==> config.mk <==
export PLATFORM = sky130hd
export DESIGN_NAME = clk_tick_gen
export DESIGN_NICKNAME = d
export VERILOG_FILES = /design/src/rtl/clk_tick_pkg.sv /design/src/rtl/clk_tick_chan.sv /design/src/rtl/clk_tick_gen.sv
export SDC_FILE = /design/constraint.sdc
export NUM_CORES = 1
export LEC_CHECK = 0
export CAP_MARGIN = 20
export CORE_MARGIN = 3
export CORE_UTILIZATION = 55
export DETAILED_ROUTE_END_ITERATION = 6
export PLACE_DENSITY = 0.75
export RECOVER_POWER = 100
export SYNTH_ARGS = -nofsm -noshare
export SYNTH_HDL_FRONTEND = slang
export SYNTH_SLANG_ARGS = --single-unit
==> constraint.sdc <==
create_clock -name clk -period 4.4 [get_ports clk]
set_clock_uncertainty 0.15 [all_clocks]
set_input_delay 0.44 -clock clk [delete_from_list [all_inputs] [get_ports clk]]
set_output_delay 0.44 -clock clk [all_outputs]
set_load 0.005 [all_outputs]
==> src/rtl/clk_tick_pkg.sv <==
// clk_tick_pkg: shared constants, channel-index width helper and channel config record
package clk_tick_pkg;
    localparam int CNT_W = 32;
    localparam int DEFAULT_DIV = 100_000_000;

    function automatic int ch_w(input int n);
        return (n > 1) ? $clog2(n) : 1;
    endfunction

    typedef struct packed {
        logic [CNT_W-1:0] div;
        logic             oneshot;
    } chan_cfg_t;
endpackage

==> src/rtl/clk_tick_chan.sv <==
// clk_tick_chan: one timebase channel with counter, armed flag and registered tick/clk_out
module clk_tick_chan #(
    parameter int               CNT_W       = clk_tick_pkg::CNT_W,
    parameter logic [CNT_W-1:0] DEFAULT_DIV = CNT_W'(clk_tick_pkg::DEFAULT_DIV)
) (
    input  logic             clk,
    input  logic             rst,
    input  logic             en_i,
    input  logic             wr_i,
    input  logic [CNT_W-1:0] wr_div_i,
    input  logic             wr_oneshot_i,
    input  logic             restart_i,
    output logic             tick_o,
    output logic             clk_out_o
);
    logic [CNT_W-1:0] div_q, div_d, count_q, count_d;
    logic oneshot_q, oneshot_d, armed_q, armed_d, tick_q, tick_d, clk_out_q, clk_out_d;
    logic adv, wrap, rearm, div_nz;

    always_comb begin
        div_nz    = div_q != '0;
        adv       = en_i && armed_q && div_nz;
        wrap      = adv && (count_q == div_q - CNT_W'(1));
        rearm     = wr_i || restart_i;
        div_d     = wr_i ? wr_div_i : div_q;
        oneshot_d = wr_i ? wr_oneshot_i : oneshot_q;
        armed_d   = rearm || (armed_q && !(wrap && oneshot_q));
        count_d   = (rearm || wrap) ? '0 : adv ? count_q + CNT_W'(1) : count_q;
        tick_d    = wrap && !rearm;
        // high phase is the last floor(div/2) counts of the period
        clk_out_d = !div_nz ? 1'b0 : !en_i ? clk_out_q : (count_q >= div_q - (div_q >> 1));
    end

    always_ff @(posedge clk) begin
        if (rst) begin
            div_q     <= DEFAULT_DIV;
            oneshot_q <= 1'b0;
            armed_q   <= 1'b1;
            count_q   <= '0;
            tick_q    <= 1'b0;
            clk_out_q <= 1'b0;
        end else begin
            div_q     <= div_d;
            oneshot_q <= oneshot_d;
            armed_q   <= armed_d;
            count_q   <= count_d;
            tick_q    <= tick_d;
            clk_out_q <= clk_out_d;
        end
    end

    assign tick_o    = tick_q;
    assign clk_out_o = clk_out_q;
endmodule

==> src/rtl/clk_tick_gen.sv <==
// clk_tick_gen: NUM_CH independent programmable tick/square-wave timebases
module clk_tick_gen #(
    parameter int               NUM_CH      = 4,
    parameter int               CNT_W       = clk_tick_pkg::CNT_W,
    parameter logic [CNT_W-1:0] DEFAULT_DIV = CNT_W'(clk_tick_pkg::DEFAULT_DIV),
    localparam int              CH_W        = clk_tick_pkg::ch_w(NUM_CH)
) (
    input  logic              clk,
    input  logic              rst,
    input  logic              en,
    input  logic              cfg_we,
    input  logic [CH_W-1:0]   cfg_ch,
    input  logic [CNT_W-1:0]  cfg_div,
    input  logic              cfg_oneshot,
    output logic              cfg_ack,
    output logic              cfg_err,
    input  logic [NUM_CH-1:0] restart,
    output logic [NUM_CH-1:0] tick,
    output logic [NUM_CH-1:0] clk_out
);
    import clk_tick_pkg::*;

    localparam int NSEL = 2 ** CH_W;
    // one bit per encodable index, set for indices that name a real channel
    localparam logic [NSEL-1:0] CH_OK = {NSEL{1'b1}} >> (NSEL - NUM_CH);

    logic cfg_ok, cfg_ack_q, cfg_ack_d, cfg_err_q, cfg_err_d;

    always_comb begin
        cfg_ok    = CH_OK[cfg_ch];
        cfg_ack_d = cfg_we && cfg_ok;
        cfg_err_d = cfg_we && !cfg_ok;
    end

    always_ff @(posedge clk) begin
        if (rst) begin
            cfg_ack_q <= 1'b0;
            cfg_err_q <= 1'b0;
        end else begin
            cfg_ack_q <= cfg_ack_d;
            cfg_err_q <= cfg_err_d;
        end
    end

    assign cfg_ack = cfg_ack_q;
    assign cfg_err = cfg_err_q;

    for (genvar c = 0; c < NUM_CH; c++) begin : g_ch
        clk_tick_chan #(
            .CNT_W       (CNT_W),
            .DEFAULT_DIV (DEFAULT_DIV)
        ) u_chan (
            .clk          (clk),
            .rst          (rst),
            .en_i         (en),
            .wr_i         (cfg_ack_d && (cfg_ch == CH_W'(c))),
            .wr_div_i     (cfg_div),
            .wr_oneshot_i (cfg_oneshot),
            .restart_i    (restart[c]),
            .tick_o       (tick[c]),
            .clk_out_o    (clk_out[c])
        );
    end
endmodule

### Yosys cells after proc, flatten, opt, wreduce, memory -nomap -nowiden

Cells that the tools add are included.

* $add $sub $neg: 12
* eq/ne operators: 7
* reductions and logical operators: 64
* order comparisons: 5
* multiplexer cells: 2
* bitwise gates (word level): 4

Operators by type and width (count)
* adder 32 x 1 -> 32 bit, second input constant: 4
* == test 32 bit: 4
* greater-or-equal comparator 32 bit: 4
* nonzero test 32 bit: 4
* subtractor 32 x 1 -> 32 bit, second input constant: 4
* subtractor 32 x 31 -> 32 bit: 4
* logical AND 1 bit: 30
* OR reduction 2 bit: 8
* logical OR 1 bit: 12
* logical NOT 1 bit: 9
* == test 2 bit, second input constant: 2
* inverter 1 bit: 4
* < comparator 2 x 3 -> 1 bit, second input constant: 1
* binary-select mux 1 bit (select 2 bit): 1
* == test 2 x 1 -> 1 bit, second input constant: 1
* logical NOT 2 bit: 1
* two-way mux 1 bit: 1

* bits in registers: 274
* output and inout bits: 10
* logic and storage cells: 120
* input bits: 43

### Logic depth before layout (Yosys ltp)

* depth after elaboration: 7
* mapped depth: 23
* depth with buffers taken out: 23

### Modules after synthesis

Synthesis repeated with hierarchy kept, for this count alone.

* cells, all modules: 3350
* area total of the unflattened synthesis: 27337.5 µm²

By module, submodules not included
* clk_tick_chan (g_ch[1].u_chan ...): cells each 845, seq. area each 1361.3 µm², area an instance 6840.3 µm², times used 2
* clk_tick_chan (g_ch[0].u_chan): cells each 845, seq. area each 1361.3 µm², area an instance 6967.9 µm², times used 1
* clk_tick_chan (g_ch[3].u_chan): cells each 807, seq. area each 1361.3 µm², area an instance 6613.8 µm², times used 1
* clk_tick_gen: cells each 8, seq. area each 20.0 µm², area an instance 75.1 µm², times used 1

### Worst setup path before layout

OpenSTA, ideal clock, no wires.

* path type: register to register
* start point: reg g_ch[3].u_chan.div_q[1]
* end point: reg g_ch[3].u_chan.clk_out_q
* period minus slack after synthesis: 4.662 ns
* data required time: 4.103 ns
* slack: -0.262 ns
* cell stages (with the launch flop): 21
* path buffers: 0
* arrival: 4.365 ns
* setup time: 0.147 ns
* cell sequence: dfxtp_1 -> ha_1 -> inv_1 -> fa_1 -> nor2b_1 -> o311ai_0 -> nand3_1 -> a2111oi_0 -> o31ai_1 -> a31oi_1 -> a21oi_1 -> and4b_1 -> nor4_1 -> ha_1 -> and4_1 -> a2111oi_0 -> nand3_1 -> a21oi_1 -> o21ai_0 -> a31oi_1 -> a211oi_1

* word-level cells in the longest chain between the ends: 3
* elaborated cells on any way between the ends: 5
* those cells by class: 1 x add/sub; 1 x order compare; 1 x bitwise; 2 x reduce/logical

Ends and longest elaborated chain
* start: declaration: RTL line clk_tick_chan.sv:16 `logic [CNT_W-1:0] div_q, div_d, count_q, count_d;`
* start signal: assignment: RTL line clk_tick_chan.sv:43 `div_q <= div_d;`
* branches (longest 3 deep; another with subtractor 32 x 31 -> 32 bit)
* end signal: assignment: RTL line clk_tick_chan.sv:48 `clk_out_q <= clk_out_d;`
* end: declaration: RTL line clk_tick_chan.sv:17 `logic oneshot_q, oneshot_d, armed_q, armed_d, tick_q, tick_d, clk_out_q, clk_out_d;`

Several ways; the timed one is not identified.
A chain may end at the register's enable or synchronous reset.

### Worst setup path after layout

* start point: reg g_ch[3].u_chan.div_q[0]
* end point: reg g_ch[3].u_chan.clk_out_q

Same word-level chain as after synthesis.

==> run_results.csv <==
group,metric,value,unit
run_status,status,"finished with violations",
run_status,violations,"max-capacitance violations, max-slew violations",
detailed_routing,avgRoutedWirePerCell,18.4,um
yosys,ys_types,90,
yosys,synth_top_family_by_area,"simple AND/OR/NAND/NOR gates",
detailed_routing,viasPerCell,5.81,
critical_path,crit_end,"g_ch[3].u_chan.clk_out_o",
yosys,synth_ff_type,"dfxtp_1",
global_routing,grt_pass1_wl,130,mm
die,chipWidth,230,um
power_and_ir_drop,power.leakage,13.7,nW
global_routing,grt_antenna_before_repair,0,
place,dpl.hpwl,63.5,mm
die,die_h,230,um
flow_run,max-cap-violations,4,
critical_path,startpoint,"g_ch[3].u_chan.div_q[0]",
critical_path,rr_startpoint,"g_ch[3].u_chan.div_q[0]",
sta,rsz0062_at_grt,"yes",
critical_path,arrival,4.68,ns
global_routing,grt_overflow_total,0,
critical_path,required,4.70,ns
critical_path,cpMaxStageDelayCell,"a2111oi_4",
sta,slew_headroom,-44.9,%
cells_and_area,syn_to_final_growth,16.3,%
yosys,yosysSeqAreaShare,19.9,%
yosys,synth_edf_count,0,
place,numPortBuffers,51,
critical_path,reg2reg_depth,22,
global_routing,grt_pass1_vias,24379,
yosys,synth_simple_gate_area_share,22.3,%
sta,setup_viol,0,
yosys,postSynthCellCount,3514,
sta,post-route-period-util,99.7,%
power_and_ir_drop,vdd_drop_max,0.189,mV
hold_path,hold_path_class,"input port to flip-flop",
cells_and_area,drive_above_1_share,12.1,%
critical_path,end_kind,"flip-flop",
critical_path,critPathMaxStageDelay,0.38,ns
yosys,ys_async_sr_fraction,0,%
yosys,synth.most_common_cell,"ha_1",
clock_network,cts_tree,"built",
global_routing,grt_max_degree,61,
sta,finalHoldViolations,0,
clock_network,ctsHtreeMaxLevel,2,
detailed_routing,ant_nets,0,
die,core,49200,sq um
yosys,avgSynthCellArea,7.83,sq um
yosys,yosysTopAreaCell,"ha_1",
detailed_routing,drc,0,
critical_path,r2r_slack,0.01,ns
yosys,yosysWarnings,0,
clock_network,clk_pin_slew,0.06,ns
die,fp-row-count,81,
detailed_routing,dr.first_iter.drc_count,2318,
yosys,synth.cells.most_frequent,"ha_1 (448), nand2_1 (350), inv_1 (275), dfxtp_1 (273), xnor2_1 (262)",
clock_network,clock_latency,0.56,ns
yosys,synth_area,27500,sq um
critical_path,reg2reg_to,"g_ch[3].u_chan.clk_out_o",
sta,worstMarginPinSlew,2.17,ns
sta,min_period,4.39,ns
clock_network,clock-root-buffer,"clkbuf_16",
cells_and_area,final_cells,4432,
critical_path,crit_chain,"inv_2, ha_4, inv_2, fa_2, nor2b_4, o311ai_2, buf_4, nand3_4, a2111oi_4, o31ai_2, a31oi_1, a21oi_1, and4b_1, nor4_2, ha_1, and4_4, a2111oi_4, nand3_1, a21oi_1, o21ai_1, a31oi_1, a211oi_1",
die,start_util,56.0,%
detailed_routing,via_count,25731,
clock_network,cts_buffers,35,
power_and_ir_drop,fin_total_pwr,7.80,mW
global_routing,track_usage,30.2,%
sta,max_freq,228,MHz
detailed_routing,first_pass_iters,6,
place,placedCellCount,4358,
yosys,synth-compound-area-share,17.4,%
clock_network,cts.sinks,273,
die,die_area,52800,sq um
place,globalplace.congestion,0.959,
yosys,synth_mux_area_share,0.746,%
detailed_routing,wl,81.7,mm
yosys,netlist.area_leader.share,20.4,%
power_and_ir_drop,cellPowerDensity,244,nW/um^2
clock_network,clockBufferDepth,3,
critical_path,startpoint_type,"flip-flop",
sta,drv_slew,183,
die,io_pins,53,
cells_and_area,nNetsFinal,4241,
critical_path,critPathMaxFanout,2,
sta,tns,0,ns
yosys,yosys-top-cells-area,"ha_1 (20%), dfxtp_1 (20%), xnor2_1 (8.3%), xor2_1 (5.3%), nand2_1 (4.8%)",
yosys,synth_xor_area_share,13.6,%
yosys,synth_nets,4009,
critical_path,critPathKind,"flip-flop to flip-flop",
yosys,synthAdderAreaFrac,20.7,%
yosys,synth_seq_cells,273,
[worst min path at each step]
stage / from / endpoint / slack [ns] / cells after the start
2_1_floorplan: g_ch[0].u_chan.oneshot_q / g_ch[0].u_chan.armed_q / 0.26 / 1
3_3_place_gp: g_ch[1].u_chan.oneshot_q / g_ch[1].u_chan.oneshot_q / 0.30 / 2
3_5_place_dp: g_ch[1].u_chan.oneshot_q / g_ch[1].u_chan.oneshot_q / 0.30 / 2
4_1_cts: rst / cfg_ack / 0.22 / 2
5_1_grt: rst / g_ch[3].u_chan.div_q[29] / 0.27 / 2
6_report: rst / cfg_ack / 0.24 / 2
[report_power, final]
group          internal (mW)  switching, mW  total, mW  leakage [nW]
sequential              2.53         0.0518       2.58          2.22
clock                   1.77           1.19       2.96         0.555
combinational           1.01           1.26       2.27          10.9
[through the flow]
step | worst slack (ns) | instance area (sq um) | hold slack, ns | util [%]
6_report | 0.0146 | 32000 | 0.241 | 65.1
3_5_place_dp | -0.377 | 30200 | 0.302 | 61.5
5_1_grt | -0.236 | 32000 | 0.268 | 65.1
3_3_place_gp | -0.294 | 30200 | 0.296 | 61.5
4_1_cts | 0.00162 | 31600 | 0.219 | 64.3
2_1_floorplan | -0.00411 | 27500 | 0.265 | -
[timing repair]
action,4_1_cts,5_1_grt
hold buffers,0,0
resized for setup,38,105
endpoints found under the setup margin,4,4
setup buffers,7,8
pin swaps,22,39
[worst max-delay path, delay by kind of cell (launching register included)]
| family | cells | cell delay [ns] |
|---|---|---|
| DFF | 1 | 0.32 |
| buffers and inverters | 3 | 0.27 |
| adders and majority gates | 3 | 0.73 |
| AOI/OAI and AO/OA | 10 | 1.81 |
| and+or+nand+nor | 6 | 0.99 |
[metal layers]
| layer | GRT usage, % | part of all wire, % |
|---|---|---|
| met1 | 43.2 | 47 |
| met4 | 12.2 | 4.4 |
| met5 | 0 | 0 |
| met3 | 3.06 | 6.8 |
| met2 | 46.5 | 42 |
[cell type report]
cell class              instances  area [sq um]
flip-flops and latches        273          5490
multi-input cells            2866         21200
clock inverters                10           138
clock buffers                  47          1000
well taps                     664           831
inverters                     275          1040
repair buffers                295          2330
diodes                          2          5.00
fillers                      4306         17100
[registers in the layout, summed over array words and instances (netlist names)]
name / cells
g_ch.u_chan.armed_q: 4
g_ch.u_chan.tick_o: 4
g_ch.u_chan.div_q: 128
g_ch.u_chan.oneshot_q: 4
g_ch.u_chan.clk_out_o: 4
g_ch.u_chan.count_q: 128
cfg_ack: 1
[cells in the final DEF, fill, tap and decap left out, types with 166 or more instances in the layout]
master   synthesis  final
nand2_1        350    349
ha_1           448    429
nor3_1         190    184
nor2_1         252    250
xnor2_1        262    262
a21oi_1        231    224
xor2_1         166    166
buf_4           12    236
inv_1          275    254
dfxtp_1        273    257
[logic make-up (layout without fill, tap and decap cells)]
| logic type | after synthesis | after routing |
|---|---|---|
| xor gates and xnor gates | 428 | 428 |
| buffers and inverters | 375 | 627 |
| DFF | 273 | 273 |
| AOI/OAI and AO/OA | 715 | 715 |
| other | 1 | 3 |
| muxes | 20 | 20 |
| and+or+nand+nor | 1250 | 1250 |
| adders and majority gates | 452 | 452 |
Power figures use the tool's default switching activity.
